$ cat config.mk
export PLATFORM = sky130hd
export DESIGN_NAME = aud_transport_ctrl
export DESIGN_NICKNAME = d
export VERILOG_FILES = /design/src/rtl/aud_pkg.sv /design/src/rtl/aud_sec_counter.sv /design/src/rtl/aud_transport_ctrl.sv
export SDC_FILE = /design/constraint.sdc
export NUM_CORES = 1
export LEC_CHECK = 0
export BUFFER_PORTS_ARGS = -buffer_cell sky130_fd_sc_hd__clkbuf_2
export CAP_MARGIN = 10
export CORE_MARGIN = 8
export CORE_UTILIZATION = 39
export DETAILED_ROUTE_END_ITERATION = 7
export SYNTH_ARGS = -nofsm -noshare
export SYNTH_HDL_FRONTEND = slang
export SYNTH_SLANG_ARGS = --single-unit
$ cat constraint.sdc
create_clock -name i_clk -period 3.1 [get_ports i_clk]
set_clock_uncertainty 0.05 [all_clocks]
set_input_delay 0.465 -clock i_clk [delete_from_list [all_inputs] [get_ports i_clk]]
set_output_delay 0.465 -clock i_clk [all_outputs]
set_load 0.05 [all_outputs]
$ cat src/rtl/aud_pkg.sv
// Shared types and sizing helpers for the audio transport controller.
//   state_t    : encoded transport FSM state (exported on o_state)
//   key_t      : single key selected by the per-cycle key priority
//   slot_bits  : slot-index width for a given slot count (minimum 1)
//   slot_depth : words per slot for a given address width and slot count
package aud_pkg;

  typedef enum logic [2:0] {
    ST_INIT       = 3'd0,
    ST_IDLE       = 3'd1,
    ST_RECD       = 3'd2,
    ST_RECD_PAUSE = 3'd3,
    ST_PLAY       = 3'd4,
    ST_PLAY_PAUSE = 3'd5
  } state_t;

  typedef enum logic [2:0] {
    KEY_NONE = 3'd0,
    KEY_STOP = 3'd1,
    KEY_REC  = 3'd2,
    KEY_PLAY = 3'd3,
    KEY_SLOT = 3'd4
  } key_t;

  function automatic int unsigned slot_bits(input int unsigned num_slots);
    return (num_slots <= 32'd2) ? 32'd1 : 32'($clog2(num_slots));
  endfunction

  function automatic int unsigned slot_depth(input int unsigned addr_w,
                                             input int unsigned num_slots);
    return 32'd1 << (addr_w - slot_bits(num_slots));
  endfunction

endpackage

$ cat src/rtl/aud_sec_counter.sv
// Seconds counter: a prescaler counts enabled ticks up to a terminal count,
// then wraps and advances a saturating seconds value.
//   i_clk, i_rst_n : clock, async active-low reset
//   i_tick         : sample strobe
//   i_enable       : ticks are counted only while high
//   i_clear        : synchronous clear of prescaler and seconds (wins over tick)
//   i_tc           : prescaler terminal count (samples per second - 1)
//   o_time         : registered seconds, saturates at all-ones
module aud_sec_counter #(
  parameter int unsigned PRESC_W = 15,
  parameter int unsigned TIME_W  = 6
) (
  input  logic               i_clk,
  input  logic               i_rst_n,
  input  logic               i_tick,
  input  logic               i_enable,
  input  logic               i_clear,
  input  logic [PRESC_W-1:0] i_tc,
  output logic [TIME_W-1:0]  o_time
);

  localparam logic [TIME_W-1:0] TIME_MAX = {TIME_W{1'b1}};

  logic [PRESC_W-1:0] presc_q;

  // Prescaler and saturating seconds value
  always_ff @(posedge i_clk or negedge i_rst_n) begin
    if (!i_rst_n) begin
      presc_q <= '0;
      o_time  <= '0;
    end else if (i_clear) begin
      presc_q <= '0;
      o_time  <= '0;
    end else if (i_tick && i_enable) begin
      if (presc_q == i_tc) begin
        presc_q <= '0;
        if (o_time != TIME_MAX) o_time <= o_time + TIME_W'(1);
      end else begin
        presc_q <= presc_q + PRESC_W'(1);
      end
    end
  end

endmodule

$ cat src/rtl/aud_transport_ctrl.sv
// Record/playback transport controller with slotted SRAM storage.
// SRAM is split into NUM_SLOTS equal slots, each with its own recorded length.
//   i_clk, i_rst_n          : clock, async active-low reset
//   i_i2c_done              : codec init finished, leaves INIT
//   i_key_rec/play/stop/slot: 1-cycle key pulses (stop > rec > play > slot)
//   i_loop                  : loop playback at end of take
//   i_rec_valid, i_rec_data : recorder sample strobe and data
//   i_play_tick, i_play_off : DSP sample-consumed strobe and read offset
//   o_sram_*                : registered SRAM address/data/strobes (active low)
//   o_rec_*, o_dsp_*        : one-hot recorder / DSP controls decoded from state
//   o_dsp_restart           : 1-cycle rewind pulse on looped end of take
//   o_slot, o_slot_full     : selected slot and its full flag
//   o_state                 : encoded FSM state
//   o_rec_time, o_play_time : saturating seconds counters
module aud_transport_ctrl
  import aud_pkg::*;
#(
  parameter int unsigned ADDR_W          = 20,
  parameter int unsigned DATA_W          = 16,
  parameter int unsigned NUM_SLOTS       = 4,
  parameter int unsigned TIME_W          = 6,
  parameter int unsigned SAMPLES_PER_SEC = 32000,
  localparam int unsigned SLOT_BITS      = slot_bits(NUM_SLOTS),
  localparam int unsigned OFF_W          = ADDR_W - SLOT_BITS
) (
  input  logic                 i_clk,
  input  logic                 i_rst_n,
  input  logic                 i_i2c_done,
  input  logic                 i_key_rec,
  input  logic                 i_key_play,
  input  logic                 i_key_stop,
  input  logic                 i_key_slot,
  input  logic                 i_loop,
  input  logic                 i_rec_valid,
  input  logic [DATA_W-1:0]    i_rec_data,
  input  logic                 i_play_tick,
  input  logic [OFF_W-1:0]     i_play_off,
  output logic [ADDR_W-1:0]    o_sram_addr,
  output logic [DATA_W-1:0]    o_sram_wdata,
  output logic                 o_sram_we_n,
  output logic                 o_sram_oe_n,
  output logic                 o_rec_start,
  output logic                 o_rec_pause,
  output logic                 o_rec_stop,
  output logic                 o_dsp_start,
  output logic                 o_dsp_pause,
  output logic                 o_dsp_stop,
  output logic                 o_dsp_restart,
  output logic [SLOT_BITS-1:0] o_slot,
  output logic                 o_slot_full,
  output logic [2:0]           o_state,
  output logic [TIME_W-1:0]    o_rec_time,
  output logic [TIME_W-1:0]    o_play_time
);

  localparam int unsigned LEN_W      = OFF_W + 1;
  localparam int unsigned SLOT_DEPTH = slot_depth(ADDR_W, NUM_SLOTS);
  localparam logic [LEN_W-1:0] LEN_FULL = LEN_W'(SLOT_DEPTH);
  localparam logic [SLOT_BITS-1:0] SLOT_LAST = SLOT_BITS'(NUM_SLOTS - 1);
  localparam int unsigned PRESC_W =
    (SAMPLES_PER_SEC > 32'd1) ? 32'($clog2(SAMPLES_PER_SEC)) : 32'd1;
  localparam logic [PRESC_W-1:0] PRESC_TC = PRESC_W'(SAMPLES_PER_SEC - 1);

  state_t               state_q, state_d;
  key_t                 key;
  logic [SLOT_BITS-1:0] slot_q;
  logic [OFF_W-1:0]     wr_ptr_q;
  logic [LEN_W-1:0]     len_q [NUM_SLOTS];
  logic [LEN_W-1:0]     cur_len;
  logic                 cur_full;
  logic                 end_of_take;
  logic                 rec_active;
  logic                 wr_accept;
  logic                 rec_enter;
  logic                 play_enter;
  logic                 loop_restart;
  logic                 slot_inc;
  logic                 restart_q;

  assign cur_len     = len_q[slot_q];
  assign cur_full    = (cur_len == LEN_FULL);
  assign end_of_take = (LEN_W'(i_play_off) >= cur_len);
  // A full slot stops accepting strobes while the FSM heads back to IDLE
  assign rec_active  = (state_q == ST_RECD) && !cur_full;
  assign wr_accept   = rec_active && i_rec_valid;

  // Only the highest-priority key of the cycle is acted on
  always_comb begin
    key = KEY_NONE;
    if      (i_key_stop) key = KEY_STOP;
    else if (i_key_rec)  key = KEY_REC;
    else if (i_key_play) key = KEY_PLAY;
    else if (i_key_slot) key = KEY_SLOT;
  end

  // State register
  always_ff @(posedge i_clk or negedge i_rst_n) begin
    if (!i_rst_n) state_q <= ST_INIT;
    else          state_q <= state_d;
  end

  // Next state and transition strobes
  always_comb begin
    state_d      = state_q;
    rec_enter    = 1'b0;
    play_enter   = 1'b0;
    loop_restart = 1'b0;
    slot_inc     = 1'b0;
    case (state_q)
      ST_INIT: if (i_i2c_done) state_d = ST_IDLE;
      ST_IDLE: begin
        case (key)
          KEY_REC: begin
            state_d   = ST_RECD;
            rec_enter = 1'b1;
          end
          KEY_PLAY: if (cur_len != '0) begin
            state_d    = ST_PLAY;
            play_enter = 1'b1;
          end
          KEY_SLOT: slot_inc = 1'b1;
          default: ;
        endcase
      end
      ST_RECD: begin
        if (key == KEY_STOP || cur_full) state_d = ST_IDLE;
        else if (key == KEY_REC)         state_d = ST_RECD_PAUSE;
      end
      ST_RECD_PAUSE: begin
        if (key == KEY_STOP)     state_d = ST_IDLE;
        else if (key == KEY_REC) state_d = ST_RECD;
      end
      ST_PLAY: begin
        if (key == KEY_STOP) begin
          state_d = ST_IDLE;
        end else if (end_of_take) begin
          if (i_loop) loop_restart = 1'b1;
          else        state_d      = ST_IDLE;
        end else if (key == KEY_PLAY) begin
          state_d = ST_PLAY_PAUSE;
        end
      end
      ST_PLAY_PAUSE: begin
        if (key == KEY_STOP)      state_d = ST_IDLE;
        else if (key == KEY_PLAY) state_d = ST_PLAY;
      end
      default: state_d = ST_IDLE;
    endcase
  end

  // Slot selection, write pointer and per-slot lengths
  always_ff @(posedge i_clk or negedge i_rst_n) begin
    if (!i_rst_n) begin
      slot_q   <= '0;
      wr_ptr_q <= '0;
      for (int i = 0; i < int'(NUM_SLOTS); i++) len_q[i] <= '0;
    end else begin
      if (slot_inc) slot_q <= (slot_q == SLOT_LAST) ? '0 : slot_q + SLOT_BITS'(1);
      if (rec_enter) begin
        wr_ptr_q      <= '0;
        len_q[slot_q] <= '0;
      end else if (wr_accept) begin
        wr_ptr_q      <= wr_ptr_q + OFF_W'(1);
        len_q[slot_q] <= LEN_W'(wr_ptr_q) + LEN_W'(1);
      end
    end
  end

  // SRAM port, one cycle behind the accepted strobe / play offset
  always_ff @(posedge i_clk or negedge i_rst_n) begin
    if (!i_rst_n) begin
      o_sram_addr  <= '0;
      o_sram_wdata <= '0;
      o_sram_we_n  <= 1'b1;
      o_sram_oe_n  <= 1'b1;
      restart_q    <= 1'b0;
    end else begin
      restart_q <= loop_restart;
      if (wr_accept) begin
        o_sram_addr  <= {slot_q, wr_ptr_q};
        o_sram_wdata <= i_rec_data;
        o_sram_we_n  <= 1'b0;
        o_sram_oe_n  <= 1'b1;
      end else if (state_q == ST_PLAY || state_q == ST_PLAY_PAUSE) begin
        o_sram_addr  <= {slot_q, i_play_off};
        o_sram_we_n  <= 1'b1;
        o_sram_oe_n  <= 1'b0;
      end else begin
        o_sram_we_n  <= 1'b1;
        o_sram_oe_n  <= 1'b1;
      end
    end
  end

  aud_sec_counter #(
    .PRESC_W (PRESC_W),
    .TIME_W  (TIME_W)
  ) u_rec_time (
    .i_clk    (i_clk),
    .i_rst_n  (i_rst_n),
    .i_tick   (i_rec_valid),
    .i_enable (rec_active),
    .i_clear  (rec_enter),
    .i_tc     (PRESC_TC),
    .o_time   (o_rec_time)
  );

  // Looping rewinds the displayed play time along with the DSP
  aud_sec_counter #(
    .PRESC_W (PRESC_W),
    .TIME_W  (TIME_W)
  ) u_play_time (
    .i_clk    (i_clk),
    .i_rst_n  (i_rst_n),
    .i_tick   (i_play_tick),
    .i_enable (state_q == ST_PLAY),
    .i_clear  (play_enter || loop_restart),
    .i_tc     (PRESC_TC),
    .o_time   (o_play_time)
  );

  assign o_rec_start   = (state_q == ST_RECD);
  assign o_rec_pause   = (state_q == ST_RECD_PAUSE);
  assign o_rec_stop    = !(o_rec_start || o_rec_pause);
  assign o_dsp_start   = (state_q == ST_PLAY);
  assign o_dsp_pause   = (state_q == ST_PLAY_PAUSE);
  assign o_dsp_stop    = !(o_dsp_start || o_dsp_pause);
  assign o_dsp_restart = restart_q;
  assign o_slot        = slot_q;
  assign o_slot_full   = cur_full;
  assign o_state       = state_q;

endmodule

## After elaboration in Yosys (flattened, before gate mapping)

Cells that the tools add are included.
W data, S select, Z words.

| operators by class | value |
|---|---|
| $add $sub $neg | 7 |
| order comparisons | 3 |
| equality and inequality tests | 23 |
| muxes and demuxes | 59 |
| bitwise gates (word level) | 3 |
| reduce and logical (&&, ||, !) cells | 23 |

Operator list:

| kind | count |
|---|---|
| $mux W76 | 2 |
| $mux W15 | 6 |
| $and A76 B76 Y76 | 1 |
| $bwmux W76 | 1 |
| $not A76 Y76 | 1 |
| $mux W19 | 3 |
| $mux W3 | 16 |
| $mux W6 | 8 |
| $mux W20 | 2 |
| $bmux W19 S2 | 1 |
| $demux W19 S2 | 1 |
| $mux W18 | 2 |
| $add A15 B1 Y15 const B | 2 |
| $eq A15 B15 Y1 const B | 2 |
| $add A18 B1 Y19 const B | 1 |
| $eq A19 B19 Y1 const B | 1 |
| $ge A18 B19 Y1 | 1 |
| $reduce_bool A19 Y1 | 1 |
| $add A18 B1 Y18 const B | 1 |
| $pmux W3 S6 | 1 |
| $mux W1 | 14 |
| $reduce_bool A2 Y1 | 7 |
| $add A6 B1 Y6 const B | 2 |
| $eq A3 B2 Y1 const B | 4 |
| other kinds (21) | 37 |

| word-level totals | value |
|---|---|
| register bits | 180 |
| input port bits | 44 |
| logic and storage cells | 134 |

## Logic depth before layout (Yosys ltp)

| logic depth | value |
|---|---|
| depth after elaboration | 11 |
| mapped depth | 13 |

## By module

From an unflattened synthesis, not the netlist that was laid out.

| second synthesis, totals | value |
|---|---|
| cells, all modules | 912 |
| area, all modules | 9566.7 µm² |

By module, submodules not included:

| module | times used | cells each | area each (µm²) | seq. area each (µm²) |
|---|---|---|---|---|
| aud_transport_ctrl | 1 | 632 | 6994.2 | 3455.8 |
| aud_sec_counter | 2 | 140 | 1286.2 | 525.5 |

## Worst setup path after synthesis

No wires, ideal clock.

| timing path | value |
|---|---|
| kind | reg2out |
| start | register slot_q[0], in the netlist o_slot[0] |
| end | output o_slot_full |
| arrival time | 3571 ps |
| required time | 2585 ps |
| path slack | -986 ps |
| cell stages (with the launch flop) | 7 |
| cell sequence | dfrtp_1 -> buf_2 -> buf_6 -> mux4_2 -> nor4_1 -> nand3_1 -> nor4_1 |

| between the ends | value |
|---|---|
| word-level cells in the longest chain between the ends | 5 |

RTL lines:

| item | RTL line | source |
|---|---|---|
| from (decl) | aud_transport_ctrl.sv:66 | `logic [SLOT_BITS-1:0] slot_q;` |
| from (signal assigned) | aud_transport_ctrl.sv:158 | `if (slot_inc) slot_q <= (slot_q == SLOT_LAST) ? '0 : slot_q + SLOT_BITS'(1);` |
| $not A2 Y3 (not written as such) | aud_transport_ctrl.sv:80 | `assign cur_len = len_q[slot_q];` |
| $bmux W19 S2 | aud_transport_ctrl.sv:80 |  |
| $mux W19 (not written as such) (2 in series) | aud_transport_ctrl.sv:80 |  |
| $eq A19 B19 Y1 | aud_transport_ctrl.sv:81 | `assign cur_full = (cur_len == LEN_FULL);` |
| to (decl) | aud_transport_ctrl.sv:50 | `output logic o_slot_full,` |

Every way passes these cells. The select of a mux whose other input is x is not followed.

## Worst setup path in the final report

Ends and elaborated chain as after synthesis.

==> impl_metrics.py <==
metrics = {
    "route": {
        "vias": 7974,
        "antenna_left": 0,
        "vias_per_cell": 5.50,
        "wl_per_cell_um": 19.3,
        "drcViolationCount": 0,
        "routed_wl_mm": 28.0,
        "firstDrtPassIters": 5,
        "drtIter0Drc": 612,
    },
    "power_and_ir_drop": {
        "swShare": 0.420,
        "combPwrFrac": 0.419,
        "p_int_w": 0.00533,
        "power_leakage_nw": 5.61,
        "peakVddDrop_mv": 0.333,
        "seqPwrFrac": 0.338,
        "power_switching_w": 0.00386,
        "pwr-share-clk": 0.244,
        "powerDensity_mw_per_mm2": 745,
    },
    "global_routing": {
        "antenna_found_initial": 0,
        "grt_max_degree": 67,
        "grt_pass1_wl_mm": 43.6,
        "gr-total-overflow": 0,
        "grt_usage": 0.192,
        "grt_pass1_vias": 7736,
    },
    "synth": {
        "synth_area_per_cell_um2": 9.71,
        "synth_xor_area_frac": 0.0257,
        "ys_seq_area_frac": 0.490,
        "synthFlopType": "dfrtp_1",
        "synth_edf_count": 0,
        "synth-compound-area-share": 0.152,
        "yosys_register_bits": 180,
        "synth.area.mux_share": 0.0740,
        "syn_inst": 947,
        "synth_top_family_by_area": "simple AND/OR/NAND/NOR gates",
        "synthAdderAreaFrac": 0.0394,
        "synthSimpleGateAreaFrac": 0.180,
        "yosysUniqueCellTypes": 53,
        "yosys_warnings": 0,
        "synth_nets": 1020,
        "synth-async-reset-ratio": 1.00,
        "syn-cell-area_mm2": 0.00920,
    },
    "die": {
        "die_h_um": 170,
        "rows": 56,
        "die_area_mm2": 0.0288,
        "core_area_mm2": 0.0233,
        "dieWidth_um": 170,
        "ioPinCount": 107,
        "start_util": 0.394,
    },
    "sta": {
        "period_share": 1.06,
        "slew_violations": 0,
        "fin_ws_ns": -0.195,
        "rsz0062_at_grt": "yes",
        "finalSetupViolCount": 26,
        "max_freq_mhz": 303,
        "relSlewSlack": 0.300,
        "timing.hold.ws_ns": 0.161,
        "finalCriticalPeriod_ns": 3.29,
        "hold_viol_final": 0,
        "worst_pin_slew_ns": 1.05,
        "setup_tns_ns": -0.806,
    },
    "min_path": {
        "hold_class": "in -> reg",
    },
    "cts": {
        "cts_buffers": 17,
        "clock_latency_ns": 0.44,
        "clock-sinks": 180,
        "cts_max_level": 4,
        "cts_tree": "built",
        "cts_buffer_depth": 2,
        "cts.reportedPaths.clkPinSlew_ns": 0.08,
        "cts_root_buf": "clkbuf_16",
    },
    "outcome": {
        "failed_checks": "setup timing",
        "status": "finished, violations left",
    },
    "placement": {
        "preCtsSetupSlack_ns": -0.208,
        "hpwlAfterDp_mm": 19.3,
        "place_area_mm2": 0.0106,
        "placedCellCount": 1388,
        "port_buffers": 106,
        "gp_congestion": 0.834,
    },
    "worst_setup_path": {
        "cp.buffers_inverters": 4,
        "crit_fanout": 7,
        "arrival_ns": 2.78,
        "worstPathRequired_ns": 2.58,
        "slowest_stage": "mux4_2",
        "cp-start-kind": "flip-flop",
        "cpLargestDelayFamily": "simple AND/OR/NAND/NOR gates",
        "worstSetupPathType": "reg -> out",
        "worstPathCellList": "buf_12, buf_6, mux4_2, nor4_4, nand3_2, buf_6, nor4_4, buf_12",
        "worstSetupEndpointType": "primary output",
        "cpPeakStageDelay_ns": 0.55,
    },
    "run": {
        "maxCapViolCount": 0,
    },
    "finish": {
        "layout.nets": 1192,
        "fillers": 2034,
        "design_area_mm2": 0.0123,
        "area_growth_pct": 34.0,
        "drive_above_1_share": 0.346,
        "layout.cells.non_filler": 1451,
        "final_cell_mix": "176 x dfrtp_1, 129 x nand2_1, 104 x clkbuf_2",
        "antennaDiodeCount": 0,
        "final_common_cell": "dfrtp_1",
    },
}
==> cell usage after synthesis (all sizes together), types with 17 or more instances <==
cell	number	area, um^2
o21ai	68	352
inv	32	120
nor2	111	424
mux2i	23	230
mux4	18	405
clkbuf	23	86.3
nand2	137	514
dfrtp	178	4450
a31oi	25	156
buf	28	153
ha	29	363
xor2	17	149
nand3	30	150
a22o	35	307
a21oi	46	230
==> what timing repair did <==
| action | 4_1_cts | 5_1_grt |
|---|---|---|
| gates cloned | 3 | 5 |
| setup endpoints to repair | 94 | 137 |
| hold endpoints to repair | 11 | 0 |
| pin swaps | 21 | 86 |
| resized for setup | 64 | 152 |
| buffers inserted | 12 | 12 |
| hold buffers | 1 | 0 |
==> path summary, 6_finish.rpt <==
path / startpoint / end / slack, ns / cells past startpoint
setup reg to reg: o_slot[0] / o_state[0] / -0.12 / 12
setup / recovery: o_slot[0] / o_slot_full / -0.19 / 8
min in group asynchronous: i_rst_n / o_sram_wdata[13] / 0.55 / 2
hold reg to reg: o_sram_wdata[11] / o_sram_wdata[11] / 0.42 / 2
hold / removal: i_rec_data[2] / o_sram_wdata[2] / 0.16 / 3
max in group asynchronous: i_rst_n / len_q[34] / 1.70 / 3
==> cell type report <==
type                    count  area [um^2]  area share
clock buffers              20          467      0.0379
clock inverters            12          135      0.0110
inverters                  32          123     0.00995
multi-input cells         686         5090       0.413
flip-flops and latches    180         4510       0.366
well taps                 319          399      0.0324
repair buffers            202         1610       0.131
==> registers in the layout, indices dropped and copies added (netlist names) <==
name / count
o_sram_addr: 20
o_state: 3
o_sram_we_n: 1
len_q: 76
u_rec_time.o_time: 6
o_slot: 2
o_sram_wdata: 16
wr_ptr_q: 18
o_sram_oe_n: 1
u_rec_time.presc_q: 15
u_play_time.o_time: 6
u_play_time.presc_q: 15
o_dsp_restart: 1
==> per-stage QoR <==
stage	util	total power, W
global placement	0.455	0.00642
detailed placement	0.455	0.00647
global route	0.528	0.00963
floorplan	-	0.00537
CTS	0.496	0.00894
finish	0.528	0.00919
==> worst min-delay path, cell delays in order <==
cell	delay, ns
clkbuf_2	0.07
nand2_1	0.04
nand2_1	0.04
==> per-layer routing <==
layer / vias to the layer above / track usage / wire [um]
li1: 3728 / - / -
met1: 3967 / 0.257 / 12300
met2: 239 / 0.309 / 13300
met3: 40 / 0.0388 / 1740
met4: 0 / 0.0596 / 625
met5: - / 0 / 0
==> power groups by stage <==
stage                     clock (W)  combinational, W  sequential, W
final                       0.00224           0.00385        0.00310
after CTS                   0.00227           0.00358        0.00309
after global placement            0           0.00331        0.00312
after detailed placement          0           0.00334        0.00313
after floorplan                   0           0.00141        0.00396
after global routing        0.00237           0.00410        0.00316
==> logic make-up after synthesis <==
group                    count (synthesis)
adder cells (fa/ha/maj)                 29
XOR/XNOR                                27
flip-flops                             180
multiplexers                            45
buffers and inverters                   83
AO/OA/AOI/OAI                          218
AND/OR/NAND/NOR                        365
(Power assumes the default switching activity.)
